--- src/rtl/char_pkg.sv ---
// rtl/char_pkg.sv - shared constants and 8x8 font for the character string renderer
package char_pkg;

    localparam int CODE_W     = 6;
    localparam int GLYPH_W    = 8;
    localparam int GLYPH_H    = 8;
    localparam int NUM_GLYPHS = 37;

    localparam logic [CODE_W-1:0] CODE_SPACE = CODE_W'(36);

    // One 64-bit word per glyph: row 0 in the top byte, bit 7 of each byte is the leftmost dot
    localparam logic [63:0] FONT [NUM_GLYPHS] = '{
        64'h3C666E7666663C00, // 0
        64'h1838181818187E00, // 1
        64'h3C66060C30607E00, // 2
        64'h3C66061C06663C00, // 3
        64'h0C1C3C6C7E0C0C00, // 4
        64'h7E607C0606663C00, // 5
        64'h3C607C6666663C00, // 6
        64'h7E060C1830303000, // 7
        64'h3C66663C66663C00, // 8
        64'h3C66663E060C3800, // 9
        64'h183C66667E666600, // A
        64'h7C66667C66667C00, // B
        64'h3C66606060663C00, // C
        64'h786C6666666C7800, // D
        64'h7E60607860607E00, // E
        64'h7E60607860606000, // F
        64'h3C66606E66663C00, // G
        64'h6666667E66666600, // H
        64'h3C18181818183C00, // I
        64'h1E0C0C0C0C6C3800, // J
        64'h666C7870786C6600, // K
        64'h6060606060607E00, // L
        64'h63777F6B63636300, // M
        64'h66767E7E6E666600, // N
        64'h3C66666666663C00, // O
        64'h7C66667C60606000, // P
        64'h3C666666663C0E00, // Q
        64'h7C66667C786C6600, // R
        64'h3C66603C06663C00, // S
        64'h7E18181818181800, // T
        64'h6666666666663C00, // U
        64'h66666666663C1800, // V
        64'h6363636B7F776300, // W
        64'h66663C183C666600, // X
        64'h6666663C18181800, // Y
        64'h7E060C1830607E00, // Z
        64'h0000000000000000  // space
    };

endpackage

--- src/rtl/char_font_rom.sv ---
// rtl/char_font_rom.sv - synchronous font ROM returning one glyph row per clock
module char_font_rom
    import char_pkg::*;
(
    input  logic               clk,
    input  logic [CODE_W-1:0]  code,
    input  logic [2:0]         row,
    output logic [GLYPH_W-1:0] row_bits
);

    logic [63:0]        glyph;
    logic [GLYPH_W-1:0] rows [GLYPH_H];

    // Codes past the font table render as an empty cell
    always_comb begin
        glyph = '0;
        if (int'(code) < NUM_GLYPHS) begin
            glyph = FONT[code];
        end
    end

    always_comb begin
        for (int i = 0; i < GLYPH_H; i++) begin
            rows[i] = glyph[63-8*i -: 8];
        end
    end

    always_ff @(posedge clk) begin
        row_bits <= rows[row];
    end

endmodule

--- src/rtl/char_string_renderer.sv ---
// rtl/char_string_renderer.sv - scaled 8x8 text row renderer with double-buffered codes and blink
module char_string_renderer
    import char_pkg::*;
#(
    parameter  int CHARS        = 4,
    parameter  int SCALE_LOG2   = 2,
    parameter  int BLINK_FRAMES = 30,
    localparam int IDX_W        = (CHARS > 1) ? $clog2(CHARS) : 1
) (
    input  logic              clk,
    input  logic              rst_n,
    input  logic [9:0]        start_x,
    input  logic [9:0]        start_y,
    input  logic [9:0]        x,
    input  logic [9:0]        y,
    input  logic              frame_start,
    input  logic              wr_en,
    input  logic [IDX_W-1:0]  wr_idx,
    input  logic [CODE_W-1:0] wr_code,
    input  logic              blink_en,
    output logic              display
);

    localparam int              CELL_SH  = 3 + SCALE_LOG2;
    localparam logic [10:0]     REGION_W = 11'(CHARS << CELL_SH);
    localparam logic [10:0]     REGION_H = 11'(GLYPH_H << SCALE_LOG2);
    localparam int              CNT_W    = (BLINK_FRAMES > 1) ? $clog2(BLINK_FRAMES) : 1;
    localparam logic [CNT_W-1:0] CNT_LAST = CNT_W'(BLINK_FRAMES - 1);

    logic [CODE_W-1:0] pending     [CHARS];
    logic [CODE_W-1:0] pending_nxt [CHARS];
    logic [CODE_W-1:0] active      [CHARS];

    logic [CNT_W-1:0] blink_cnt;
    logic             blink_phase;

    logic [10:0]      dx;
    logic [10:0]      dy;
    logic             in_region_c;
    logic [IDX_W-1:0] idx_c;
    logic [2:0]       col_c;
    logic [2:0]       row_c;

    logic             s1_in;
    logic [IDX_W-1:0] s1_idx;
    logic [2:0]       s1_col;
    logic [2:0]       s1_row;
    logic [CODE_W-1:0] s1_code;

    logic             s2_in;
    logic [2:0]       s2_col;
    logic [GLYPH_W-1:0] row_bits;

    // A write in the same cycle as frame_start must reach the active buffer too
    always_comb begin
        pending_nxt = pending;
        if (wr_en && (32'(wr_idx) < CHARS)) begin
            pending_nxt[wr_idx] = wr_code;
        end
    end

    always_ff @(posedge clk or negedge rst_n) begin
        if (!rst_n) begin
            for (int i = 0; i < CHARS; i++) begin
                pending[i] <= CODE_SPACE;
                active[i]  <= CODE_SPACE;
            end
        end else begin
            pending <= pending_nxt;
            if (frame_start) begin
                active <= pending_nxt;
            end
        end
    end

    always_ff @(posedge clk or negedge rst_n) begin
        if (!rst_n) begin
            blink_cnt   <= '0;
            blink_phase <= 1'b1;
        end else if (!blink_en) begin
            blink_cnt   <= '0;
            blink_phase <= 1'b1;
        end else if (frame_start) begin
            if (blink_cnt == CNT_LAST) begin
                blink_cnt   <= '0;
                blink_phase <= ~blink_phase;
            end else begin
                blink_cnt <= blink_cnt + 1'b1;
            end
        end
    end

    // 11-bit differences plus explicit >= checks keep a region near 1023 from wrapping to x=0
    always_comb begin
        dx          = {1'b0, x} - {1'b0, start_x};
        dy          = {1'b0, y} - {1'b0, start_y};
        in_region_c = (x >= start_x) && (y >= start_y) && (dx < REGION_W) && (dy < REGION_H);
        idx_c       = IDX_W'(dx >> CELL_SH);
        col_c       = dx[SCALE_LOG2 +: 3];
        row_c       = dy[SCALE_LOG2 +: 3];
    end

    always_ff @(posedge clk or negedge rst_n) begin
        if (!rst_n) begin
            s1_in  <= 1'b0;
            s1_idx <= '0;
            s1_col <= '0;
            s1_row <= '0;
        end else begin
            s1_in  <= in_region_c;
            s1_idx <= idx_c;
            s1_col <= col_c;
            s1_row <= row_c;
        end
    end

    always_comb begin
        s1_code = CODE_SPACE;
        if (32'(s1_idx) < CHARS) begin
            s1_code = active[s1_idx];
        end
    end

    char_font_rom u_font_rom (
        .clk      (clk),
        .code     (s1_code),
        .row      (s1_row),
        .row_bits (row_bits)
    );

    always_ff @(posedge clk or negedge rst_n) begin
        if (!rst_n) begin
            s2_in  <= 1'b0;
            s2_col <= '0;
        end else begin
            s2_in  <= s1_in;
            s2_col <= s1_col;
        end
    end

    always_ff @(posedge clk or negedge rst_n) begin
        if (!rst_n) begin
            display <= 1'b0;
        end else begin
            display <= s2_in & row_bits[3'd7 - s2_col] & (blink_phase | ~blink_en);
        end
    end

endmodule

--- config.mk ---
export PLATFORM = sky130hd
export DESIGN_NAME = char_string_renderer
export DESIGN_NICKNAME = d
export VERILOG_FILES = /design/src/rtl/char_pkg.sv /design/src/rtl/char_font_rom.sv /design/src/rtl/char_string_renderer.sv
export SDC_FILE = /design/constraint.sdc
export NUM_CORES = 1
export LEC_CHECK = 0
export CORE_ASPECT_RATIO = 0.9
export CORE_MARGIN = 2
export CORE_UTILIZATION = 25
export DETAILED_ROUTE_END_ITERATION = 10
export GPL_ROUTABILITY_DRIVEN = 0
export GPL_TIMING_DRIVEN = 0
export SYNTH_ARGS = -nofsm -noshare
export SYNTH_HDL_FRONTEND = slang
export SYNTH_SLANG_ARGS = --single-unit
export TNS_END_PERCENT = 30
--- constraint.sdc ---
create_clock -name clk -period 4.7 [get_ports clk]
set_clock_uncertainty 0.1 [all_clocks]
set_input_delay 0.94 -clock clk [delete_from_list [all_inputs] [get_ports clk]]
set_output_delay 0.94 -clock clk [all_outputs]
set_load 0.01 [all_outputs]
==> impl.org <==
** Outcome
- The run finished with clean final reports.

** CTS
- Clock tree from TritonCTS :: built
- In this run the deepest clock path goes through 2 buffers.
- The number of setup buffers added after CTS is 0.
- The tree built by TritonCTS fans out to 75 sinks.
- TritonCTS created 9 clock buffers.
- Post-CTS resize count :: 0
- Clock-pin slew of the registers on the worst-case setup and hold paths :: 0.06 ns
- The tree is rooted in a sky130_fd_sc_hd__clkbuf_16.
- Total of hold buffers inserted after clock tree synthesis :: 0
- Count of H-tree levels built during CTS :: 3
- Clk_lat worst skew :: 0.33 ns

** STA
- Across all setup checks in the final design, the least slack found is 0.501 ns.
- Max Freq :: 238 MHz
- Final critical-path share of the clock period :: 0.893
- Setup repair after global routing left no endpoint under its margin.
- Slew Limit Fails :: 0
- Minimum period implied by the final worst setup slack :: 4.20 ns
- Headroom to the max-slew limit :: 0.197
- For the pin with the worst max-slew slack, the measured transition is 1.20 ns.
- Setup total negative slack on the finished layout was measured at 0 ns.
- Number of hold violations in the final report :: 0
- Setup violations remaining at the end of the flow were counted as 0.

** Min path
- In this run the worst hold path is classified as reg2reg.
- The worst hold path terminates at s2_col[0].
- In this run the most critical hold path is launched from s1_col[0].
- The worst hold path was traced through 0 stages.

** Detailed routing
- Overall via count from detail_route :: 5935
- In this run the remaining antenna-violating nets after routing total 0.
- DRT iter0 DRCs :: 1237
- After detailed routing, the average wire length per cell comes to 18.0 µm.
- In the routed layout, each cell is associated on average with a via count of 5.69.
- Wires add up to 18800 µm.
- Length of the first detailed-routing pass in iterations :: 7
- Drt drc :: 0

** Placed design
- Input and output buffers added on the ports amount to 53.
- After detailed placement, the total cell area comes to 0.00687 mm².
- Timing analysis after detailed placement gives a worst setup slack of 0.188 ns.
- Detailed Place HPWL :: 13600 µm

** Run
- Number of max-cap violations :: 0

** Global route
- The via count of the first global-routing pass is 5674.
- First-pass GRT wire length :: 30000 µm
- Global routing usage on met3 :: 0.0597
- In the global route stage, overall resource usage came out at 0.149.
- Total overflow reported by the global router :: 0
- The initial antenna violation count was 0.
- Met2 global-route usage :: 0.215
- Global routing's busiest layer :: met2
- Entering global routing, the biggest net connects 69 pins.
- Routing usage on met1 :: 0.195

** Synth
- In this run, synthesis produced a sequential element count of 75.
- Number of unique standard cell types used by synthesis :: 73
- Synthesized area per cell :: 8.86 µm²
- Cell area after synthesis :: 0.00596 mm²
- During synthesis, Yosys emitted a total of 0 warnings.
- Cells after Synth :: 673
- The share of the Yosys chip area taken by registers is 0.313.
- Number of flops mapped to enable cells by yosys :: 0
- The number of nets handed over by synthesis was 763.
- Top flip-flop cell by instance count after synthesis :: sky130_fd_sc_hd__dfrtp_1
- For this run, asynchronously set or reset flops after synthesis account for 0.907.

** Die
- Pin placement for this block handled 54 I/O pins.
- The floorplan step set the die height to 150 µm.
- Die area :: 0.0251 mm²
- X dimension of the die :: 167 µm
- Standard-cell rows :: 53
- Placeable core region :: 0.0234 mm²
- Starting utilization of the core area :: 0.255

** Setup path
- Register-to-Register Setup Slack :: 0.50 ns
- The startpoint identified for the worst register-to-register timing path is s1_idx[0].
- Crit. End Element :: register
- STA classifies the critical path startpoint as a register.
- At the worst endpoint, the required time is 4.81 ns.
- CP max stage cell :: sky130_fd_sc_hd__mux4_2
- In this run the critical register-to-register path is captured at u_font_rom.row_bits[2].
- Gate family responsible for the most delay along the worst path :: buffers and inverters
- Worst-path cell chain :: buf_6 > mux4_2 > inv_1 > ha_1 > clkbuf_1 > nand2b_1 > a21oi_2 > or2_2 > nor3_1 > o221ai_1 > o211ai_1
- Of all nets on the critical path, the largest fanout is 15.
- Measured in cells, the most critical reg-to-reg path has a length of 11.
- For this run, the slowest stage of the critical path takes 0.73 ns.
- Setup CP Type :: reg2reg
- Critical path data arrival time :: 4.31 ns
- Counting both buffers and inverters, the worst setup path holds a total of 3.

** Power and ir drop
- The design draws 3.96 mW.
- Dividing total power by cell area gives a power density of 552 mW/mm².
- The analysis attributes to cell leakage a power of 2.83 nW.
- VDD sags by at most 0.000203 V.

** Layout
- The repair_antennas step left the layout with diodes totalling 0.
- Of the cells placed in the final design, the portion with a size suffix greater than 1 is 0.167.
- Number of nets in the final layout :: 826
- Most common cell after layout, fill and taps aside :: sky130_fd_sc_hd__nand2_1
- Highest-count cells in the layout ignoring fill and taps :: sky130_fd_sc_hd__nand2_1 (57), sky130_fd_sc_hd__mux2_2 (54), sky130_fd_sc_hd__clkdlybuf4s50_1 (52)
- From synthesis to final layout, the design area changed by 20.2%.
- Area of all placed cells without fillers :: 0.00717 mm²
-- cells by family after synthesis --
kind of cell | count (synthesis) | share of synthesized area
and+or+nand+nor | 194 | 0.157
muxes | 77 | 0.158
adders and majority gates | 37 | 0.0777
xor gates and xnor gates | 11 | 0.0162
AOI/OAI and AO/OA | 199 | 0.222
buffers and inverters | 80 | 0.0558
DFF | 75 | 0.313
-- state kept, by name, summed over array words and instances, names as in the netlist --
| register | flops |
|---|---|
| display | 1 |
| pending | 24 |
| blink_cnt | 5 |
| s1_in | 1 |
| active | 24 |
| u_font_rom.row_bits | 7 |
| s1_col | 3 |
| s1_row | 3 |
| blink_phase | 1 |
| s1_idx | 2 |
| s2_col | 3 |
| s2_in | 1 |
-- area by class of cell --
type                            count  area [µm²]
Buffer                             46         205
Clock buffer                       10         239
Clock inverter                      6        65.1
Fill cell                        2427       16200
Inverter                           33         124
Multi-Input combinational cell    518        3760
Sequential cell                    75        1860
Tap cell                          302         378
Timing Repair Buffer               53         528
-- metrics by stage --
| stage | hold WS (ns) | util | instances |
|---|---|---|---|
| final | 0.248 | 0.306 | 1043 |
| after detailed placement | 0.236 | 0.293 | 1028 |
| after CTS | 0.248 | 0.306 | 1044 |
| after floorplan | 0.231 | - | 673 |
| after global placement | 0.235 | 0.293 | 1028 |
| after global routing | 0.264 | 0.306 | 1043 |
-- worst max-delay path by stage --
stage	from	to	slack [ns]	depth (start not counted)
6_report	s1_idx[0]	u_font_rom.row_bits[2]	0.50	11
4_1_cts	s1_idx[0]	u_font_rom.row_bits[1]	0.15	12
5_1_grt	s1_idx[0]	u_font_rom.row_bits[1]	0.44	12
3_5_place_dp	s1_idx[0]	u_font_rom.row_bits[1]	0.19	12
3_3_place_gp	s1_idx[0]	u_font_rom.row_bits[1]	0.12	12
2_1_floorplan	s1_idx[0]	u_font_rom.row_bits[1]	1.34	12
-- routing by layer --
layer | up-vias | share of wire | wire, µm
met2 | 498 | 0.39 | 7410
li1 | 2627 | - | -
met4 | 0 | 0.057 | 1060
met5 | - | 0 | 0
met3 | 126 | 0.15 | 2740
met1 | 2684 | 0.40 | 7570
-- cell usage after synthesis (7+ instances only) --
cell type,count,area [µm²]
sky130_fd_sc_hd__a211oi_1,8,60.1
sky130_fd_sc_hd__dfstp_2,17,447
sky130_fd_sc_hd__clkbuf_1,27,101
sky130_fd_sc_hd__dfrtp_1,51,1280
sky130_fd_sc_hd__or3_1,7,43.8
sky130_fd_sc_hd__nor3_1,16,80.1
sky130_fd_sc_hd__ha_1,37,463
sky130_fd_sc_hd__a31oi_1,14,87.6
sky130_fd_sc_hd__dfxtp_1,7,140
sky130_fd_sc_hd__nor2b_1,9,56.3
sky130_fd_sc_hd__o22ai_1,9,56.3
sky130_fd_sc_hd__mux4_2,7,158
sky130_fd_sc_hd__buf_2,14,70.1
sky130_fd_sc_hd__inv_1,32,120
sky130_fd_sc_hd__nor2_1,45,169
sky130_fd_sc_hd__mux2i_1,15,150
sky130_fd_sc_hd__o21ai_0,39,195
sky130_fd_sc_hd__o311ai_0,7,61.3
sky130_fd_sc_hd__mux2_2,54,608
sky130_fd_sc_hd__nand2_1,57,214
sky130_fd_sc_hd__nand3_1,16,80.1
sky130_fd_sc_hd__a21oi_1,48,240
sky130_fd_sc_hd__nand2b_1,12,75.1
sky130_fd_sc_hd__o211ai_1,13,97.6
-- report_power, final --
| part | internal [mW] | switching [mW] | total (mW) | leakage (nW) |
|---|---|---|---|---|
| Combinational | 0.814 | 1.58 | 2.40 | 1.83 |
| Sequential | 0.804 | 0.0772 | 0.881 | 0.852 |
| Clock | 0.425 | 0.254 | 0.679 | 0.148 |
| Total | 2.04 | 1.92 | 3.96 | 2.83 |
Note: power is estimated with default switching activity, not from simulation.
